[src/rtl/simple_fifo.sv]
// Single-clock byte FIFO with registered read data, occupancy count and
// sticky-free overflow/underflow pulses. Rejected requests never touch state.
module simple_fifo #(
    parameter int unsigned DATA_WIDTH = 8,
    parameter int unsigned DEPTH      = 4,
    parameter int unsigned ADDR_WIDTH = 2
) (
    input  logic                  clk,
    input  logic                  rst,
    input  logic                  wr_en,
    input  logic                  rd_en,
    input  logic [DATA_WIDTH-1:0] data_in,
    output logic [DATA_WIDTH-1:0] data_out,
    output logic                  full,
    output logic                  empty,
    output logic [ADDR_WIDTH:0]   count,
    output logic                  almost_full,
    output logic                  almost_empty,
    output logic                  overflow,
    output logic                  underflow
);

    localparam int unsigned PTR_WIDTH = ADDR_WIDTH + 1;
    localparam int unsigned CNT_WIDTH = ADDR_WIDTH + 1;

    logic [DATA_WIDTH-1:0] mem [DEPTH];
    logic [PTR_WIDTH-1:0]  wr_ptr;
    logic [PTR_WIDTH-1:0]  rd_ptr;
    logic                  wr_ok;
    logic                  rd_ok;

    // A full FIFO still accepts a write when a read frees a slot at the same edge.
    assign rd_ok = rd_en && !empty;
    assign wr_ok = wr_en && (!full || rd_ok);

    assign full         = (count == CNT_WIDTH'(DEPTH));
    assign empty        = (count == CNT_WIDTH'(0));
    assign almost_full  = (count == CNT_WIDTH'(DEPTH - 1));
    assign almost_empty = (count == CNT_WIDTH'(1));

    // Storage is intentionally left uncleared by reset.
    always_ff @(posedge clk) begin
        if (wr_ok) begin
            mem[wr_ptr[ADDR_WIDTH-1:0]] <= data_in;
        end
    end

    always_ff @(posedge clk or posedge rst) begin
        if (rst) begin
            wr_ptr    <= '0;
            rd_ptr    <= '0;
            count     <= '0;
            data_out  <= '0;
            overflow  <= 1'b0;
            underflow <= 1'b0;
        end else begin
            if (wr_ok) begin
                wr_ptr <= wr_ptr + PTR_WIDTH'(1);
            end
            if (rd_ok) begin
                rd_ptr   <= rd_ptr + PTR_WIDTH'(1);
                data_out <= mem[rd_ptr[ADDR_WIDTH-1:0]];
            end
            case ({wr_ok, rd_ok})
                2'b10:   count <= count + CNT_WIDTH'(1);
                2'b01:   count <= count - CNT_WIDTH'(1);
                default: count <= count;
            endcase
            overflow  <= wr_en && !wr_ok;
            underflow <= rd_en && empty;
        end
    end

endmodule

[config.mk]
export PLATFORM = sky130hd
export DESIGN_NAME = simple_fifo
export DESIGN_NICKNAME = d
export VERILOG_FILES = /design/src/rtl/simple_fifo.sv
export SDC_FILE = /design/constraint.sdc
export NUM_CORES = 1
export LEC_CHECK = 0
export ABC_AREA = 1
export CELL_PAD_IN_SITES_DETAIL_PLACEMENT = 0
export CELL_PAD_IN_SITES_GLOBAL_PLACEMENT = 1
export CORE_UTILIZATION = 48
export CTS_BUF_LIST = sky130_fd_sc_hd__clkbuf_8
export CTS_CLUSTER_SIZE = 20
export DETAILED_ROUTE_END_ITERATION = 12
export GPL_TIMING_DRIVEN = 1
export PLACE_DENSITY_LB_ADDON = 0.2
export SETUP_SLACK_MARGIN = 0.3
export SYNTH_ARGS = -nofsm -noshare
export SYNTH_HDL_FRONTEND = slang
export SYNTH_SLANG_ARGS = --single-unit
[constraint.sdc]
create_clock -name clk -period 3.8 [get_ports clk]
set_clock_uncertainty 0.15 [all_clocks]
set_input_delay 0.76 -clock clk [delete_from_list [all_inputs] [get_ports clk]]
set_output_delay 0.76 -clock clk [all_outputs]
set_load 0.01 [all_outputs]
==> results of run 1 <==
metal layers:
layer,GRT usage,share of wire,vias up
met2,0.2826,0.45,35
met1,0.2667,0.50,631
met3,0.03052,0.040,7
met5,0,0,-
met4,0.05896,0.011,0
li1,-,-,710
flip-flops by register name, indices dropped and copies added (netlist names):
name / count
data_out: 8
overflow: 1
wr_ptr: 2
underflow: 1
mem: 32
count: 3
rd_ptr: 2
cell usage in the layout, fill, tap and decap left out, types with 4 or more instances in the layout:
cell,n
inv_2,4
nand2_1,45
ha_1,9
clkbuf_8,5
o21ai_0,11
dfrtp_1,17
edfxtp_1,32
o21ai_1,5
inv_1,16
clkdlybuf4s50_1,28
nor2_1,42
worst min-delay path by stage:
| stage | startpoint | to | depth (start not counted) |
|---|---|---|---|
| 2_1_floorplan | mem[1][0] | data_out[0] | 4 |
| 3_3_place_gp | data_out[3] | data_out[3] | 2 |
| 3_5_place_dp | data_out[7] | data_out[7] | 2 |
| 4_1_cts | data_out[7] | data_out[7] | 2 |
| 5_1_grt | data_out[7] | data_out[7] | 2 |
| 6_report | data_out[6] | data_out[6] | 2 |
kinds of logic (layout without fill, tap and decap cells):
logic type	count (synthesis)	count (layout)	share of synthesized area
simple gates	101	101	0.2050
xor+xnor	2	2	0.01485
flops	49	49	0.6328
compound gates	18	18	0.04797
fa+ha+maj	9	9	0.05140
buf+inv	24	56	0.04797
layout make-up:
type / count / share of cell area
inverters: 20 / 0.02867
repair buffers: 28 / 0.1070
multi-input cells: 130 / 0.2671
flip-flops and latches: 49 / 0.5294
well taps: 52 / 0.02484
clock buffers: 5 / 0.02628
clock inverters: 3 / 0.01672
power by group through the flow:
stage                     clock, µW  sequential (µW)  combinational (µW)
after global placement            0              841                 784
after global routing            393              857                 897
after CTS                       374              836                 797
final                           368              834                 792
after floorplan                   0              823                 547
after detailed placement          0              848                 793
critical path, stage by stage, from the launching register on:
cell and delay (ns):
dfrtp_1 0.43, inv_1 0.12, ha_1 0.32, nand2_2 0.13
inv_2 0.08, clkdlybuf4s50_1 0.53
per-stage QoR:
step / cells / instance area, µm² / total power, µW
6_report: 287 / 2619 / 1994
5_1_grt: 287 / 2619 / 2147
2_1_floorplan: 203 / 2191 / 1369
4_1_cts: 287 / 2619 / 2007
3_3_place_gp: 279 / 2506 / 1626
3_5_place_dp: 279 / 2506 / 1641
==> run summary, run 1 <==
The flow ran to the end, and the final reports show no timing, DRC or antenna violations. TritonCTS built the clock tree. The maximum level of the CTS H-tree is 2. Setup violations remaining at the end of the flow were counted as 0.

After detailed routing, the average wire length per cell comes to 13.98 µm. In this run the count of I/O pins placed on the die edge is 29. Tracing the worst setup path back leads to its startpoint at count[0]. For this run, the post-layout net count is 255. The count of TritonRoute iterations in the first routing pass was 4; the count of antenna-violating nets left after detailed routing was 0. The fraction of synthesized cell area taken by the top area cell type came out at 0.4386. The tool flagged a number of max-cap violations equal to 0. The first routing iteration left 80 violations.

The fraction of final layout cells with drive strength greater than 1 came out at 0.1106. The post-detailed-placement half-perimeter wirelength came out at 2.988 mm. nand2_1 is the most common cell in the netlist. Clock tree buffer depth: 2. In the synthesized netlist, the number of instances is 203. For this design the ratio of total power to cell area is 761.5 nW/µm².

At the worst endpoint, the arrival time is 1.91 ns. For the worst setup path, the data required time is 2.89 ns. By count the netlist is led by 45 x nand2_1, 42 x nor2_1, 32 x edfxtp_1, 17 x dfrtp_1, 16 x inv_1.

In this run the post-CTS setup repair buffer count came out at 0. The worst setup slack before clock tree synthesis was 1.063 ns; the count of flip-flops with a built-in enable after synthesis was 32. The tools report the worst voltage drop across the vdd grid as 0.3402 mV. The worst hold path belongs to the class reg2reg.

The synthesized design spends more area on one cell type than any other, namely edfxtp_1. Setup repair after global routing left no endpoint under its margin. Static timing analysis puts the maximum clock frequency at 354.7 MHz.

The sequential share of the synthesized area came out at 0.6328. The worst register-to-register path has a depth of 7. Clock-pin slew was measured on the worst setup and hold paths at 0.09 ns. In the post-synthesis netlist, the biggest area contributors are edfxtp_1 44%, dfrtp_1 19%, nand2_1 7.7%, nor2_1 7.2%, ha_1 5.1%.

Using the TritonRoute via totals, the vias-per-cell ratio works out to 4.819. The run gives 0.4997 as the initial core utilization. The analysis attributes to net switching a power of 730.0 µW. The setup path with the least slack is of type reg2out.

0 antenna diodes ended up in the layout. The number of hold buffers added after cts was 0; the wire length of the first global-routing pass was 6.713 mm. The count of filler cells inserted in the layout is 350. The type of element capturing the critical path was an output port. The via count of the first global-routing pass was 1,320.

The number of gates resized after CTS was 0. The tools report the portion of total power attributed to combinational logic as 0.397. The distinct cell type count after synthesis is 20.

The post-route minimum period was 2.819 ns. The post-route fraction of the period consumed by the critical path was 0.7418. The global-route total usage across every layer is 0.1835. The initialized floorplan defines 24 standard-cell rows. The leading register cell type out of synthesis is edfxtp_1. The area growth from synthesis to layout came out at 19.53%. Counting every sink on the clock net gives 49.

The switching portion of total power works out to 0.3661. The maximum fanout along the worst path is 5. In this run the tool buffered the top-level ports with 28 buffer cells. The sequential share of power was 0.418. In the post-route analysis, the smallest setup slack over all paths is 0.9810 ns. Wires add up to 4.013 mm. The clock group share of total power came out at 0.185.

For this run, the number of Yosys warnings is 0. The number of endpoints with negative hold slack in the final report is 0. For the number of antenna violations at the first check in global routing, the log shows 0. The logs give 1264 µW for the internal power summed over all cells and 5 for the number of buffers created by CTS. Entering global routing, the biggest net connects 19 pins. The worst register-to-register path ends at mem[0][6]. The die is 69.56 µm tall. The startpoint identified for the worst register-to-register timing path is count[0].

Routability-driven placement finished with a final weighted congestion of 0.8859. The region available for standard cell placement spans 4384 µm². The run gives 0.5973 as the fraction of the core area covered by cells at the end of the flow.

The run gives 0 as the final routed DRC violation total. Relative slew slack: 0.5687. The final number of max-transition violations came out at 0. The logs give 0.3346 ns for the minimum hold slack and 699.4 µm² for the area taken by multi-input logic gates. The reported leakage power was 0.001127 µW; the horizontal die dimension was 69.56 µm.

CTS placed an instance of clkbuf_8 at the clock tree root. The worst-margin pin slew works out to 0.6445 ns. The run gives 1.58 ns as the worst setup slack for register-to-register paths.

The critical path ends at full. The die area was 4839 µm²; the fraction of registers with async set or reset after synthesis was 0.3469. The logs give 1,383 for the via total after detailed routing and 224 for the net count after synthesis. The total overflow left after global routing is 0. Clock network latency to the later pin of the worst-skew pair: 0.30 ns. Across the whole layout, storage elements account for 1386 µm². A synthesized cell averages 10.79 µm². Summing every instance area after synthesis gives 2191 µm².

The final sum of negative setup slack came out at 0 ns. The worst setup path is launched from a flip-flop. In this run, synthesis produced a sequential element count of 49.
Note: power is estimated with default switching activity, not from simulation.
==> inputs of run 2 (changes only) <==
--- a/config.mk
+++ b/config.mk
@@ -8,7 +8,7 @@
 export ABC_AREA = 1
 export CELL_PAD_IN_SITES_DETAIL_PLACEMENT = 0
 export CELL_PAD_IN_SITES_GLOBAL_PLACEMENT = 1
-export CORE_UTILIZATION = 48
+export CORE_UTILIZATION = 45
 export CTS_BUF_LIST = sky130_fd_sc_hd__clkbuf_8
 export CTS_CLUSTER_SIZE = 20
 export DETAILED_ROUTE_END_ITERATION = 12
==> constraint.sdc (replaced) <==
create_clock -name clk -period 2.9 [get_ports clk]
set_clock_uncertainty 0.15 [all_clocks]
set_input_delay 0.58 -clock clk [delete_from_list [all_inputs] [get_ports clk]]
set_output_delay 0.58 -clock clk [all_outputs]
set_load 0.01 [all_outputs]
==> run 2 against run 1 <==
- core utilization decreased by 3.0 points
- combinational power increased by 35%
- critical endpoint unchanged
- largest cell class unchanged
- power increased by 32%
==> run summary, run 2 (same netlist as run 1, synthesis figures left out) <==
The run finished with clean final reports. The tools report the clock tree buffer depth as 2 (unchanged). For the final net count, the log shows 259 (was 255).

The tools report the minimum hold slack as 0.3308 ns (was 0.3346 ns). For the final number of max-transition violations, the log shows 0 (unchanged). Type of the worst min-delay path: reg2reg (unchanged). The data required time of the worst path was 2.17 ns (was 2.89 ns); the clock-pin slew reported for the worst setup and hold paths after clock tree synthesis was 0.09 ns (about the same). The weighted congestion reported at the end of routability-driven placement came out at 0.7405 (was 0.8859). The worst setup slack before clock tree synthesis came out at 0.6192 ns (was 1.063 ns). Count of antenna-violating nets left after detailed routing: 0 (unchanged). The post-detailed-route via-to-cell ratio works out to 4.635 (was 4.819). The most frequent standard cell in the layout excluding fill and tap cells is nand2_1 (unchanged). The die area is 5152 µm² (was 4839 µm²). The tools report the final routed DRC violation total as 0 (unchanged). The worst-margin pin slew was 0.6622 ns (was 0.6445 ns); the clock network latency to the later pin of the worst-skew pair was 0.30 ns (about the same). The final critical-path setup slack was 0.4214 ns (was 0.9810 ns). The height of the die was 71.78 µm (was 69.56 µm).

Launching element type of the critical path: a flip-flop (unchanged). The logs give 407 (was 350) for the count of filler cells inserted in the layout and 0.1716 (was 0.1835) for the global-route total usage across every layer. The maximum fanout along the worst path came out at 4 (was 5).

The tools report the number of max-cap violations as 0 (unchanged). The top-level port count is 29 (unchanged). Commonest non-fill, non-tap cells in the layout: 45 x nand2_1, 42 x nor2_1, 32 x edfxtp_1, 28 x clkdlybuf4s50_1, 17 x dfrtp_1 (unchanged).

For the number of endpoints with negative hold slack in the final report, the log shows 0 (unchanged). The initial core utilization is 0.4669 (was 0.4997). The number of flip-flops under the largest register name is 32 (unchanged), and the clock sink count is 49 (unchanged).

The post-route fraction of the period consumed by the critical path works out to 0.8547. The logs give 1.75 ns (was 1.91 ns) for the data arrival at the endpoint of the critical path and 0 (unchanged) for the setup-violating endpoint count in the final report. The via total after detailed routing was 1,358 (was 1,383).

The post-placement cell count is 285 (was 279), and the number of antenna violations at the first check in global routing is 0 (unchanged). For the relative slew slack, the log shows 0.5580 (was 0.5687). The logs give 3.769 mm (was 4.013 mm) for the total wirelength of the detailed-routed design and 2.759 mm (was 2.988 mm) for the post-detailed-placement half-perimeter wirelength. The number of diodes added for antenna fixing was 0 (unchanged); the maximum clock frequency was 403.5 MHz. The number of buffer cells added on primary ports works out to 28 (unchanged).

The delay of the slowest cell on the worst path is 0.53 ns (about the same), and the horizontal die dimension is 71.78 µm (was 69.56 µm). The reported leakage power is 0.001141 µW (was 0.001127 µW). The classification of the worst setup path was reg2out (unchanged). The run gives 0 (unchanged) as the number of hold buffers added after cts. Setup repair after global routing left no endpoint under its margin. The tools report the root buffer cell as clkbuf_8 (unchanged). The run gives 4 (unchanged) as the count of TritonRoute iterations in the first routing pass. The run gives 0 (unchanged) as the aggregate global routing overflow.

The core outline area was 4692 µm² (was 4384 µm²). Type of element capturing the critical path: an output port (unchanged). The tools report the filler-free cell count of the finished design as 293 (was 287). TritonCTS built the clock tree.

The number of core rows is 25 (was 24), and the average wire per standard cell is 12.86 µm (was 13.98 µm). For the overall power of the completed layout, the log shows 2642 µW (was 1994 µW). The wire length of the first global-routing pass was 6.541 mm (was 6.713 mm); the maximum level of the CTS H-tree was 2 (unchanged). The run gives 5 (unchanged) as the number of buffers created by CTS. Crit-path cells: inv_1 -> ha_4 -> nand2_2 -> inv_2 -> clkdlybuf4s50_1 (was inv_1 -> ha_1 -> nand2_2 -> inv_2 -> clkdlybuf4s50_1). For the maximum number of pins on one net before global-route repair, the log shows 19 (unchanged). The final sum of negative setup slack was 0 ns (unchanged); the post-route minimum period was 2.479 ns. Highest-delay cell along the critical path: clkdlybuf4s50_1 (unchanged). The area growth from synthesis to layout was 21.47% (was 19.53%); the total power density per cell area was 992.8 nW/µm² (was 761.5 nW/µm²). The fraction of final layout cells with drive strength greater than 1 was 0.1297 (was 0.1106).

The tools report the via count of the first global-routing pass as 1,320 (unchanged). For the worst voltage drop across the vdd grid, the log shows 0.4328 mV (was 0.3402 mV). For the iteration-0 DRC count of the detailed router, the log shows 80 (unchanged).
-- run 2: layer usage --
layer  GRT usage  routed length (µm)  vias to the layer above
met4     0.06536                  57                        0
met3     0.04219                 155                        4
met5           0                   0                        -
met1      0.2554                1963                      608
met2      0.2432                1593                       28
li1            -                   -                      718
-- run 2: area by class of cell --
cell class	instances	area [µm²]	share of cell area
clock buffer	5	68.82	0.02586
clock inverter	3	41.29	0.01551
inverter	20	75.07	0.02821
multi-input combinational	130	711.9	0.2675
sequential	49	1386	0.5209
tap	54	67.56	0.02539
timing repair buffer	32	310.3	0.1166
-- run 2: worst max-delay path: cells and delay by family (launching register included) --
| family | cells | cell delay, ns |
|---|---|---|
| buffers and inverters | 3 | 0.75 |
| DFF | 1 | 0.42 |
| adders and majority gates | 1 | 0.19 |
| and+or+nand+nor | 1 | 0.09 |
-- run 2: final timing paths --
check | from | endpoint | slack (ns) | cells after the start
hold reg to reg | data_out[1] | data_out[1] | 0.33 | 2
min in group asynchronous | rst | underflow | 0.52 | 2
hold / removal | data_out[1] | data_out[1] | 0.33 | 2
setup reg to reg | rd_ptr[0] | data_out[4] | 1.14 | 5
setup / recovery | count[1] | full | 0.42 | 5
max in group asynchronous | rst | wr_ptr[0] | 1.65 | 2
-- run 2: timing repair --
action	in CTS	in global routing
endpoints found under the hold margin	0	0
resized for setup	1	2
setup buffers	0	0
endpoints found under the setup margin	1	2
-- run 2: report_power, final --
group,switching (µW),internal (µW),total [µW]
Sequential,150,949,1100
Clock,223,254,477
Combinational,585,482,1070
Total,958,1680,2640
-- run 2: per-stage QoR --
step,cell area (µm²),util
finish,2661,0.5672
global route,2661,0.5672
CTS,2651,0.5651
detailed placement,2539,0.5411
global placement,2539,0.5411
floorplan,2191,-
